`src/rtl/cnn_mac_seq_pkg.sv`:
```
// Shared widths, multiplier latency and FSM state type for the dot-product
// sequencer that feeds the 24s x 8s pipelined DSP multiplier.
package cnn_mac_pkg;

    localparam int A_W_DEF   = 24;
    localparam int B_W_DEF   = 8;
    localparam int P_W_DEF   = 30;
    localparam int ACC_W_DEF = 40;
    localparam int LEN_W_DEF = 12;
    localparam int MUL_LAT   = 2;

    typedef enum logic [1:0] {
        IDLE,
        RUN,
        DRAIN,
        HOLD
    } state_e;

endpackage

```
`src/rtl/cnn_mac_seq_if.sv`:
```
// Job, operand, multiplier and result signals of the MAC sequencer.
// master = loop control / multiplier side, slave = the sequencer.
interface cnn_mac_seq_if #(
    parameter int A_W   = cnn_mac_pkg::A_W_DEF,
    parameter int B_W   = cnn_mac_pkg::B_W_DEF,
    parameter int P_W   = cnn_mac_pkg::P_W_DEF,
    parameter int ACC_W = cnn_mac_pkg::ACC_W_DEF,
    parameter int LEN_W = cnn_mac_pkg::LEN_W_DEF
);

    logic                    start;
    logic [LEN_W-1:0]        len;
    logic signed [ACC_W-1:0] bias;
    logic                    busy;

    logic                    op_valid;
    logic                    op_ready;
    logic signed [A_W-1:0]   op_a;
    logic signed [B_W-1:0]   op_b;

    logic                    mul_ce;
    logic signed [A_W-1:0]   mul_din0;
    logic signed [B_W-1:0]   mul_din1;
    logic signed [P_W-1:0]   mul_dout;

    logic                    res_valid;
    logic                    res_ready;
    logic signed [ACC_W-1:0] res_data;
    logic                    res_ovf;

    modport master (
        output start, len, bias, op_valid, op_a, op_b, mul_dout, res_ready,
        input  busy, op_ready, mul_ce, mul_din0, mul_din1, res_valid, res_data, res_ovf
    );

    modport slave (
        input  start, len, bias, op_valid, op_a, op_b, mul_dout, res_ready,
        output busy, op_ready, mul_ce, mul_din0, mul_din1, res_valid, res_data, res_ovf
    );

endinterface

```
`src/rtl/cnn_mac_seq.sv`:
```
// Dot-product sequencer: issues operand pairs into the two-stage multiplier,
// tracks in-flight products and accumulates them onto a bias-preloaded sum.
module cnn_mac_seq
    import cnn_mac_pkg::*;
#(
    parameter int A_W   = A_W_DEF,
    parameter int B_W   = B_W_DEF,
    parameter int P_W   = P_W_DEF,
    parameter int ACC_W = ACC_W_DEF,
    parameter int LEN_W = LEN_W_DEF
) (
    input logic          clk,
    input logic          reset,
    cnn_mac_seq_if.slave bus
);

    state_e                  state_q, state_d;
    logic signed [ACC_W-1:0] acc_q, acc_d;
    logic                    ovf_q, ovf_d;
    logic [LEN_W-1:0]        iss_cnt_q, iss_cnt_d;
    logic [LEN_W-1:0]        acc_cnt_q, acc_cnt_d;
    logic                    v0_q, v0_d;
    logic                    v1_q, v1_d;

    logic                    opReady;
    logic                    mulCe;
    logic                    fire;
    logic signed [ACC_W-1:0] prodExt;
    logic signed [ACC_W-1:0] sum;
    logic                    ovfStep;

    assign opReady = (state_q == RUN);
    assign mulCe   = (state_q == RUN) || (state_q == DRAIN);
    assign fire    = bus.op_valid && opReady;

    // The signed cast sign-extends a narrow product or wraps a wide one.
    assign prodExt = ACC_W'(bus.mul_dout);
    assign sum     = acc_q + prodExt;
    assign ovfStep = (acc_q[ACC_W-1] == prodExt[ACC_W-1]) &&
                     (sum[ACC_W-1] != acc_q[ACC_W-1]);

    assign bus.busy      = (state_q != IDLE);
    assign bus.op_ready  = opReady;
    assign bus.mul_ce    = mulCe;
    assign bus.mul_din0  = bus.op_a;
    assign bus.mul_din1  = bus.op_b;
    assign bus.res_valid = (state_q == HOLD);
    assign bus.res_data  = acc_q;
    assign bus.res_ovf   = ovf_q;

    always_comb begin
        state_d   = state_q;
        acc_d     = acc_q;
        ovf_d     = ovf_q;
        iss_cnt_d = iss_cnt_q;
        acc_cnt_d = acc_cnt_q;
        v0_d      = v0_q;
        v1_d      = v1_q;

        case (state_q)
            IDLE: begin
                if (bus.start) begin
                    acc_d = bus.bias;
                    ovf_d = 1'b0;
                    if (bus.len != '0) begin
                        iss_cnt_d = bus.len;
                        acc_cnt_d = bus.len;
                        state_d   = RUN;
                    end else begin
                        state_d = HOLD;
                    end
                end
            end
            RUN: begin
                if (fire) begin
                    iss_cnt_d = iss_cnt_q - LEN_W'(1);
                    if (iss_cnt_q == LEN_W'(1)) begin
                        state_d = DRAIN;
                    end
                end
            end
            DRAIN: begin
            end
            HOLD: begin
                if (bus.res_ready) begin
                    state_d = IDLE;
                end
            end
            default: state_d = IDLE;
        endcase

        // The valid pipeline mirrors the multiplier stages, so it only moves with ce.
        if (mulCe) begin
            v0_d = fire;
            v1_d = v0_q;
            if (v1_q) begin
                acc_d     = sum;
                ovf_d     = ovf_q | ovfStep;
                acc_cnt_d = acc_cnt_q - LEN_W'(1);
                if (acc_cnt_q == LEN_W'(1)) begin
                    state_d = HOLD;
                end
            end
        end
    end

    always_ff @(posedge clk or posedge reset) begin
        if (reset) begin
            state_q   <= IDLE;
            acc_q     <= '0;
            ovf_q     <= 1'b0;
            iss_cnt_q <= '0;
            acc_cnt_q <= '0;
            v0_q      <= 1'b0;
            v1_q      <= 1'b0;
        end else begin
            state_q   <= state_d;
            acc_q     <= acc_d;
            ovf_q     <= ovf_d;
            iss_cnt_q <= iss_cnt_d;
            acc_cnt_q <= acc_cnt_d;
            v0_q      <= v0_d;
            v1_q      <= v1_d;
        end
    end

endmodule

```
`src/flat_wrapper.sv`:
```
// flat-port wrapper written by rule: the top's interface ports become plain ports
module cnn_mac_seq_flat import cnn_mac_pkg::*;
#(
    parameter int A_W   = A_W_DEF,
    parameter int B_W   = B_W_DEF,
    parameter int P_W   = P_W_DEF,
    parameter int ACC_W = ACC_W_DEF,
    parameter int LEN_W = LEN_W_DEF
)
  (clk, reset, bus_start, bus_len, bus_bias, bus_op_valid, bus_op_a, bus_op_b, bus_mul_dout, bus_res_ready, bus_busy, bus_op_ready, bus_mul_ce, bus_mul_din0, bus_mul_din1, bus_res_valid, bus_res_data, bus_res_ovf);
  cnn_mac_seq_if #(.A_W(A_W), .B_W(B_W), .P_W(P_W), .ACC_W(ACC_W), .LEN_W(LEN_W)) bus_i ();
  input logic clk;
  input logic reset;
  input wire logic [$bits(bus_i.start)-1:0] bus_start;
  input wire logic [$bits(bus_i.len)-1:0] bus_len;
  input wire logic [$bits(bus_i.bias)-1:0] bus_bias;
  input wire logic [$bits(bus_i.op_valid)-1:0] bus_op_valid;
  input wire logic [$bits(bus_i.op_a)-1:0] bus_op_a;
  input wire logic [$bits(bus_i.op_b)-1:0] bus_op_b;
  input wire logic [$bits(bus_i.mul_dout)-1:0] bus_mul_dout;
  input wire logic [$bits(bus_i.res_ready)-1:0] bus_res_ready;
  output wire logic [$bits(bus_i.busy)-1:0] bus_busy;
  output wire logic [$bits(bus_i.op_ready)-1:0] bus_op_ready;
  output wire logic [$bits(bus_i.mul_ce)-1:0] bus_mul_ce;
  output wire logic [$bits(bus_i.mul_din0)-1:0] bus_mul_din0;
  output wire logic [$bits(bus_i.mul_din1)-1:0] bus_mul_din1;
  output wire logic [$bits(bus_i.res_valid)-1:0] bus_res_valid;
  output wire logic [$bits(bus_i.res_data)-1:0] bus_res_data;
  output wire logic [$bits(bus_i.res_ovf)-1:0] bus_res_ovf;
  assign bus_i.start = bus_start;
  assign bus_i.len = bus_len;
  assign bus_i.bias = bus_bias;
  assign bus_i.op_valid = bus_op_valid;
  assign bus_i.op_a = bus_op_a;
  assign bus_i.op_b = bus_op_b;
  assign bus_i.mul_dout = bus_mul_dout;
  assign bus_i.res_ready = bus_res_ready;
  assign bus_busy = bus_i.busy;
  assign bus_op_ready = bus_i.op_ready;
  assign bus_mul_ce = bus_i.mul_ce;
  assign bus_mul_din0 = bus_i.mul_din0;
  assign bus_mul_din1 = bus_i.mul_din1;
  assign bus_res_valid = bus_i.res_valid;
  assign bus_res_data = bus_i.res_data;
  assign bus_res_ovf = bus_i.res_ovf;
  cnn_mac_seq #(.A_W(A_W), .B_W(B_W), .P_W(P_W), .ACC_W(ACC_W), .LEN_W(LEN_W)) u_core (.clk(clk), .reset(reset), .bus(bus_i));
endmodule
```
`config.mk`:
```
export PLATFORM = sky130hd
export DESIGN_NAME = cnn_mac_seq_flat
export DESIGN_NICKNAME = d
export VERILOG_FILES = /design/src/rtl/cnn_mac_seq_pkg.sv /design/src/rtl/cnn_mac_seq_if.sv /design/src/rtl/cnn_mac_seq.sv /design/src/flat_wrapper.sv
export SDC_FILE = /design/constraint.sdc
export NUM_CORES = 1
export LEC_CHECK = 0
export BUFFER_PORTS_ARGS = -buffer_cell sky130_fd_sc_hd__buf_2
export CAP_MARGIN = 20
export CORE_MARGIN = 3
export CORE_UTILIZATION = 53
export CTS_CLUSTER_DIAMETER = 40
export DETAILED_ROUTE_END_ITERATION = 8
export GPL_TIMING_DRIVEN = 0
export PLACE_DENSITY = 0.81
export SLEW_MARGIN = 40
export SYNTH_ARGS = -nofsm -noshare
export SYNTH_HDL_FRONTEND = slang
export SYNTH_SLANG_ARGS = --single-unit
```
`constraint.sdc`:
```
create_clock -name clk -period 3.4 [get_ports clk]
set_input_delay 0.68 -clock clk [delete_from_list [all_inputs] [get_ports clk]]
set_output_delay 0.68 -clock clk [all_outputs]
set_load 0.05 [all_outputs]
```
# ---- After elaboration in Yosys (flattened, before gate mapping)
# Index checks and enable logic that the tools add are counted.
dict set report op_classes {
  n_addsub 3
  eq_ne 10
  reduce_logical 8
  muxes 26
  bitwise_logic 1
}
# cell n
set ops {}
lappend ops {{$mux 40} 4}
lappend ops {{$mux 12} 8}
lappend ops {{$add 40x30->40} 1}
lappend ops {{$eq 12x1->1 const B} 2}
lappend ops {{$pmux 12 s2} 1}
lappend ops {{$sub 12x1->12 const B} 2}
lappend ops {{$mux 2} 8}
lappend ops {{$reduce_bool 12->1} 1}
lappend ops {{$pmux 2 s3} 1}
lappend ops {{$eq 2x2->1 const B} 2}
lappend ops {{$mux 1} 4}
lappend ops {{$ne 2x2->1 const B} 2}
lappend ops {{$reduce_and 4->1} 1}
lappend ops {{$reduce_bool 2->1} 2}
lappend ops {{$eq 2x1->1 const B} 1}
lappend ops {{$logic_and 1x1->1} 2}
lappend ops {{$logic_not 2->1} 1}
lappend ops {{$ne 2x1->1 const B} 1}
lappend ops {{$eq 1x1->1} 1}
lappend ops {{$logic_or 1x1->1} 1}
lappend ops {{$ne 1x1->1} 1}
lappend ops {{$or 1x1->1} 1}
dict set report word_totals {
  input_bits 119
  ff_bits 69
  out_inout_bits 77
}

# ---- Logic depth before layout (Yosys ltp)
# Gate-level depths: netlist (run 1).
dict set report logic_depth {
  depth_word 7
  ltp_mapped 10
  ltp_nobuf 10
}

# ---- Worst setup path before layout (run 1)
# No wires, ideal clock.
dict set report synth_path {
  path_kind {register -> register}
  from {register u_core.acc_q[0], in the netlist u_core.bus.res_data[0]}
  to {register u_core.acc_q[34], in the netlist u_core.bus.res_data[34]}
  stages_incl_launch_ff 11
  arrival_time_ns 2.745
  setup_slack_ns 0.535
  required_time_ns 3.280
  path_cell_list {dfrtp_1 ha_1 fa_1 a21o_1 nand4_1 a21oi_2 nor4_2 or3_4 a31oi_1 or3_1 a31o_1}
}
dict set report synth_via {
  elab_chain_cells 3
}
# element line
set synth_rtl {}
lappend synth_rtl {{start: declaration} cnn_mac_seq.sv:18} ;# logic signed [ACC_W-1:0] acc_q, acc_d;
lappend synth_rtl {{start signal: assignment} cnn_mac_seq.sv:110} ;# acc_q <= '0;
lappend synth_rtl {{start signal: assignment} cnn_mac_seq.sv:118} ;# acc_q <= acc_d;
lappend synth_rtl {{$add 40x30->40} cnn_mac_seq.sv:38} ;# assign sum = acc_q + prodExt;
lappend synth_rtl {{$mux 40} cnn_mac_seq.sv:96} ;# if (v1_q) begin
lappend synth_rtl {{$mux 40} cnn_mac_seq.sv:93} ;# if (mulCe) begin
lappend synth_rtl {{via u_core.acc_d[34]} cnn_mac_seq.sv:18}
# The timed path passes the listed nets, and every way through them passes these cells.
# A chain may end at the register's enable or synchronous reset.

# ---- Final worst setup path (run 1)
# Ends and elaborated chain as after synthesis.

==> results of run 1 <==
==> cell type report <==
| cell class | count | area share |
|---|---|---|
| sequential | 69 | 0.2309 |
| clock buffer | 11 | 0.03246 |
| inverter | 21 | 0.01121 |
| buffer | 66 | 0.05538 |
| multi-input combinational | 616 | 0.5227 |
| tap | 140 | 0.02342 |
| timing repair buffer | 164 | 0.1128 |
| clock inverter | 5 | 0.01121 |
==> critical path: cells and delay by family (launching register included) <==
family	cells	cell delay, ns
AND/OR/NAND/NOR	4	1.03
AO/OA/AOI/OAI	4	0.69
adder cells (fa/ha/maj)	2	0.68
flip-flops	1	0.40
==> logic make-up (layout without fill, tap and decap cells) <==
| group | after synthesis | count (layout) |
|---|---|---|
| buf+inv | 87 | 267 |
| xor+xnor | 27 | 27 |
| simple gates | 284 | 284 |
| compound gates | 249 | 249 |
| flops | 69 | 69 |
| mux | 8 | 8 |
| fa+ha+maj | 48 | 48 |
==> metrics by stage <==
| stage | hold slack (ns) | setup slack, ns | utilization | power [mW] |
|---|---|---|---|---|
| floorplan | 0.4794 | 0.5349 | - | 5.654 |
| global placement | 0.4951 | -0.01157 | 0.6426 | 6.749 |
| detailed placement | 0.4974 | 0.1892 | 0.6456 | 6.846 |
| CTS | 0.2558 | 0.5299 | 0.6751 | 7.931 |
| global route | 0.2636 | 0.3080 | 0.6751 | 8.556 |
| finish | 0.2561 | 0.4906 | 0.6751 | 7.999 |
==> cells in the final DEF (no fill, tap or decap), types with 3 or more instances in the layout <==
master	netlist	layout
nand2b_1	4	4
nand3_1	28	28
nor2b_1	5	5
o21bai_1	5	5
xnor2_1	13	13
o22ai_1	14	14
buf_4	32	32
o211ai_1	8	8
nand2_1	114	114
xor2_1	14	14
and2_1	5	5
clkbuf_16	0	9
inv_1	21	20
o21ai_1	8	8
dfrtp_1	69	69
o211a_1	3	3
mux2i_1	6	6
nor2_1	50	50
nor3_1	16	16
a211oi_1	9	9
clkbuf_8	3	4
or3_1	10	10
and3_2	3	3
o31ai_1	3	3
clkbuf_1	25	26
ha_1	47	47
nand4_1	8	8
nor4_1	7	7
buf_1	3	3
a31oi_1	27	27
and3_1	20	20
a21oi_1	68	68
o21ai_0	38	38
a21o_1	33	33
buf_2	0	163
==> routing by layer <==
| layer | vias to the layer above | GRT usage | share of wire |
|---|---|---|---|
| li1 | 3138 | - | - |
| met1 | 3047 | 0.3879 | 0.41 |
| met2 | 302 | 0.4743 | 0.48 |
| met3 | 38 | 0.05889 | 0.091 |
| met4 | 2 | 0.08894 | 0.020 |
| met5 | - | 0 | 0.00037 |
==> flip-flops by register name, indices dropped and copies added, names as in the netlist <==
| register | count |
|---|---|
| u_core.v0_q | 1 |
| u_core.iss_cnt_q | 12 |
| u_core.acc_cnt_q | 12 |
| u_core.bus.res_data | 40 |
| u_core.state_q | 2 |
| u_core.bus.res_ovf | 1 |
| u_core.v1_q | 1 |
==> power by group through the flow <==
stage | combinational [mW] | sequential (mW) | clock (mW)
5_1_grt | 5.75 | 1.71 | 1.10
3_3_place_gp | 5.10 | 1.65 | 0
3_5_place_dp | 5.19 | 1.66 | 0
4_1_cts | 5.22 | 1.65 | 1.06
2_1_floorplan | 3.22 | 2.43 | 0
6_report | 5.28 | 1.66 | 1.06
==> worst max-delay path by stage <==
stage,depth (start not counted),slack [ns],end,from
2_1_floorplan,10,0.53,u_core.bus.res_data[34],u_core.bus.res_data[0]
3_3_place_gp,2,-0.01,u_core.bus.res_data[15],reset
3_5_place_dp,11,0.19,u_core.bus.res_data[34],bus_mul_dout[0]
4_1_cts,10,0.53,u_core.bus.res_data[24],u_core.bus.res_data[0]
5_1_grt,10,0.31,u_core.bus.res_data[26],u_core.bus.res_data[0]
6_report,10,0.49,u_core.bus.res_data[34],u_core.bus.res_data[0]
==> results.toml, run 1 <==
[critical_path]
cp_slowest_stage_delay_ns = 0.42
required_ns = 3.63
r2r_slack_ns = 0.49
cp-end-kind = "flip-flop"
critPathLaunchType = "flip-flop"
path_max_fanout = 3
r2r_start = "u_core.bus.res_data[0]"
r2r-end = "u_core.bus.res_data[34]"
arrival_ns = 3.14
crit_type = "reg2reg"
rr_worst_depth = 10
path_cells = "ha_1, fa_1, a21o_1, nand4_1, a21oi_2, nor4_2, or3_4, a31oi_1, or3_1, a31o_1"
cp_slowest_cell = "fa_1"

[floorplan]
die-width_um = 113.5
dieHeight_um = 113.5
dieArea_sq_um = 12890
rows = 38
core_area_sq_um = 11080
start_util = 0.5532
pin_count = 196

[layout]
nNetsFinal = 1114
fin_cells = 1092
layout-drive-gt1-share = 0.2553
n_antenna_cell = 0
nFillCells = 1007
register_area_sq_um = 1727
multi_input_area_sq_um = 3909
synthToLayoutAreaGrowth_pct = 22.03
fin_area_sq_um = 7478

[placement]
placed_area_sq_um = 7152
place_inst = 1076
portBuffers = 163
hpwl_mm = 14.35
gp_congestion = 0.9661

[power_and_ir_drop]
p_per_area_nw_per_um2 = 1070
pwr-share-clk = 0.132
p_seq_frac = 0.208
switchingPower_mw = 4.259
ir_drop_mv = 0.6373
p_int_mw = 3.741
comb_power_share = 0.660
p_sw_frac = 0.5324
leakagePower_nw = 3.694

[sta]
timing.final.crit_period_ns = 2.909
hold_violations = 0
rsz0062_at_grt = "no"
clock.fmax_mhz = 343.7
setup_viol = 0
slew_violations = 0
fin_tns_setup_ns = 0
slew_headroom = 0.4224
tightest_slew_ns = 0.8664
skew_ns = 0.005661
period_share = 0.8557

[yosys]
synthTopCellsByArea = "dfrtp_1 28%, ha_1 9.6%, nand2_1 7.0%"
synthArstFlopShare = 1.000
yosysTopAreaCellShare = 0.2817
synthMuxAreaShare = 0.01347
synth.distinct_cells = 73
synth_compound_area_frac = 0.2648
synth_top_area_cell = "dfrtp_1"
yosysWarningCount = 0
syn-mean-instance-area_sq_um = 7.938
syn-num-nets = 939
synth_flop_cell = "dfrtp_1"
synth_common_cells = "114 x nand2_1, 69 x dfrtp_1, 68 x a21oi_1"
yosysMostFrequentCell = "nand2_1"
netlist_instances = 772
synth_xor_xnor_area_share = 0.03859
ys_ff_latch = 69
syn-cell-area_sq_um = 6128
synth_top_family_by_area = "compound AO/OA/AOI/OAI gates"
synth_edf_count = 0
synth-simple-area-share = 0.2217
ys_seq_area_frac = 0.2817
synthAdderAreaFrac = 0.09922

[routing]
vias_per_cell = 5.977
initialDrtViolationCount = 493
antenna_left = 0
drcViolationCount = 0
dr_total_vias = 6527
drtPass1Iterations = 7
drt_wl_total_mm = 19.09
post_drt_wl_per_cell_um = 17.48

[clock_tree]
clock_latency_ns = 0.34
clock-sinks = 69
cts-buffers-inserted = 9
htreeDepth = 3
clk_pin_slew_ns = 0.06
post_cts_buffers = 0
clock_path_buffers = 2
cts_root_buf = "clkbuf_16"
cts_hold_buf = 0
post_cts_resized = 0
cts_tree = "yes"

[grt]
grt_pass1_wl_mm = 30.35
grt-ovfl-total = 0
track_usage = 0.2900
antenna_found_initial = 1
grt_max_degree = 56
grt_pass1_vias = 6140

[outcome]
status = "completed"

[run]
max_cap_viol_count = 0

[worst_hold_path]
hold_path_class = "in2async"
No activity file was read; power rests on OpenSTA's default activity.
==> inputs of run 2 (changes only) <==
Settings changed: CORE_UTILIZATION 53 to 25, CTS_BUF_LIST set to sky130_fd_sc_hd__clkbuf_16, PLACE_DENSITY 0.81 to 0.43.
==> run 2 against run 1 <==
Flip-flop and latch count is the same. Count of clock-buffer cells in the layout shrank 2. Sequential power is essentially flat. Die area grew 110%. Design area grew 3.2%. Via count shrank 3.6%. Critical path depth grew 1. Core utilization shrank 35 points. Sequential share of layout area shrank 0.71 points. Highest routed layer is now met4.
==> results.toml, run 2 (same netlist as run 1, synthesis figures left out) <==
[outcome]
status = "completed"

[grt]
grt_pass1_vias = 6329
grt_pass1_wl_mm = 35.52
grt_max_degree = 51
antenna_found_initial = 0
grt-ovfl-total = 0
track_usage = 0.1711

[sta]
period_share = 0.8859
slew_violations = 0
skew_ns = 0.01372
rsz0062_at_grt = "no"
clock.fmax_mhz = 332.0
slew_headroom = 0.4622
fin_tns_setup_ns = 0
setup_viol = 0
hold_violations = 0
timing.final.crit_period_ns = 3.012
fin_ws_ns = 0.3881
tightest_slew_ns = 0.7994
fin_hold_ws_ns = 0.2773

[critical_path]
path_max_fanout = 5
critPathLaunchType = "input port"
arrival_ns = 3.24
rr_worst_depth = 10
crit_type = "in2reg"
cp-end-kind = "flip-flop"
required_ns = 3.63

[clock_tree]
clock_path_buffers = 2
cts_hold_buf = 0
clock_latency_ns = 0.34
clock-sinks = 69
post_cts_buffers = 0
clk_pin_slew_ns = 0.06
cts-buffers-inserted = 9
htreeDepth = 3
cts_root_buf = "clkbuf_16"
post_cts_resized = 0
cts_tree = "yes"

[power_and_ir_drop]
ir_drop_mv = 0.4471
total_power_mw = 8.127
p_per_area_nw_per_um2 = 1053
leakagePower_nw = 3.701

[routing]
initialDrtViolationCount = 314
antenna_left = 0
post_drt_wl_per_cell_um = 17.85
vias_per_cell = 4.952
drcViolationCount = 0
drt_wl_total_mm = 22.68
dr_total_vias = 6294
drtPass1Iterations = 5

[placement]
placed_area_sq_um = 7376
gp_congestion = 0.8885
place_inst = 1255
pre_cts_slack_ns = 0.03291
portBuffers = 163
hpwl_mm = 17.51

[floorplan]
start_util = 0.2580
core_area_sq_um = 23750
rows = 56
die-width_um = 162.6
pin_count = 196
dieHeight_um = 162.6
dieArea_sq_um = 26430

[layout]
synthToLayoutAreaGrowth_pct = 25.89
register_area_sq_um = 1727
fin_util = 0.3248
final_cell_mix = "163 x buf_2, 114 x nand2_1, 69 x dfrtp_1, 68 x a21oi_1, 50 x nor2_1"
layout-drive-gt1-share = 0.2553
fin_area_sq_um = 7715
multi_input_area_sq_um = 3909
layout_commonest_cell = "buf_2"
nNetsFinal = 1114
fin_cells = 1271
largest_register_ffs = 40
nFillCells = 2609
n_antenna_cell = 0

[run]
max_cap_viol_count = 0

[worst_hold_path]
hold_path_class = "in2async"
-- run 2: cell count changes in the layout (fill, tap and decap cells not counted) --
cell	delta
clkinv_4	-1
bufinv_16	+1
clkbuf_8	-1
clkbuf_1	-1
clkinv_1	+1
clkinv_2	+1
-- run 2: power breakdown --
group | leakage (nW) | switching, mW | total [mW] | internal [mW]
clock | 0.159 | 0.396 | 1.11 | 0.713
sequential | 0.826 | 0.425 | 1.67 | 1.24
combinational | 2.72 | 3.51 | 5.35 | 1.83
-- run 2: worst max-delay path, cell delays in order --
cell	delay [ns]
buf_2	0.10
ha_1	0.23
fa_1	0.42
a21o_1	0.21
nand4_1	0.15
a21oi_2	0.12
nor4_2	0.35
or3_4	0.21
nand3_4	0.11
o311a_1	0.37
a311oi_2	0.27
-- run 2: layout make-up --
cell class	count	area share
Timing Repair Buffer	164	0.1093
Tap cell	319	0.05174
Buffer	66	0.05368
Clock buffer	9	0.02919
Inverter	21	0.01087
Sequential cell	69	0.2238
Multi-Input combinational cell	616	0.5066
Clock inverter	7	0.01476
-- run 2: path summary, 6_finish.rpt --
kind | slack, ns | from | to
max in group asynchronous | 2.57 | reset | u_core.state_q[0]
min | 0.28 | reset | u_core.bus.res_data[8]
min reg2reg | 0.52 | u_core.v0_q | u_core.v1_q
min in group clk | 0.52 | u_core.v0_q | u_core.v1_q
max reg2reg | 0.39 | u_core.bus.res_data[0] | u_core.bus.res_data[36]
max | 0.39 | bus_mul_dout[0] | u_core.bus.res_data[36]
-- run 2: routing by layer --
layer	global-route usage	vias to the layer above	wire length, um
li1	-	3139	-
met1	0.2457	2935	11020
met2	0.2709	203	10270
met3	0.02848	17	1140
met4	0.03691	0	250
met5	0	-	0
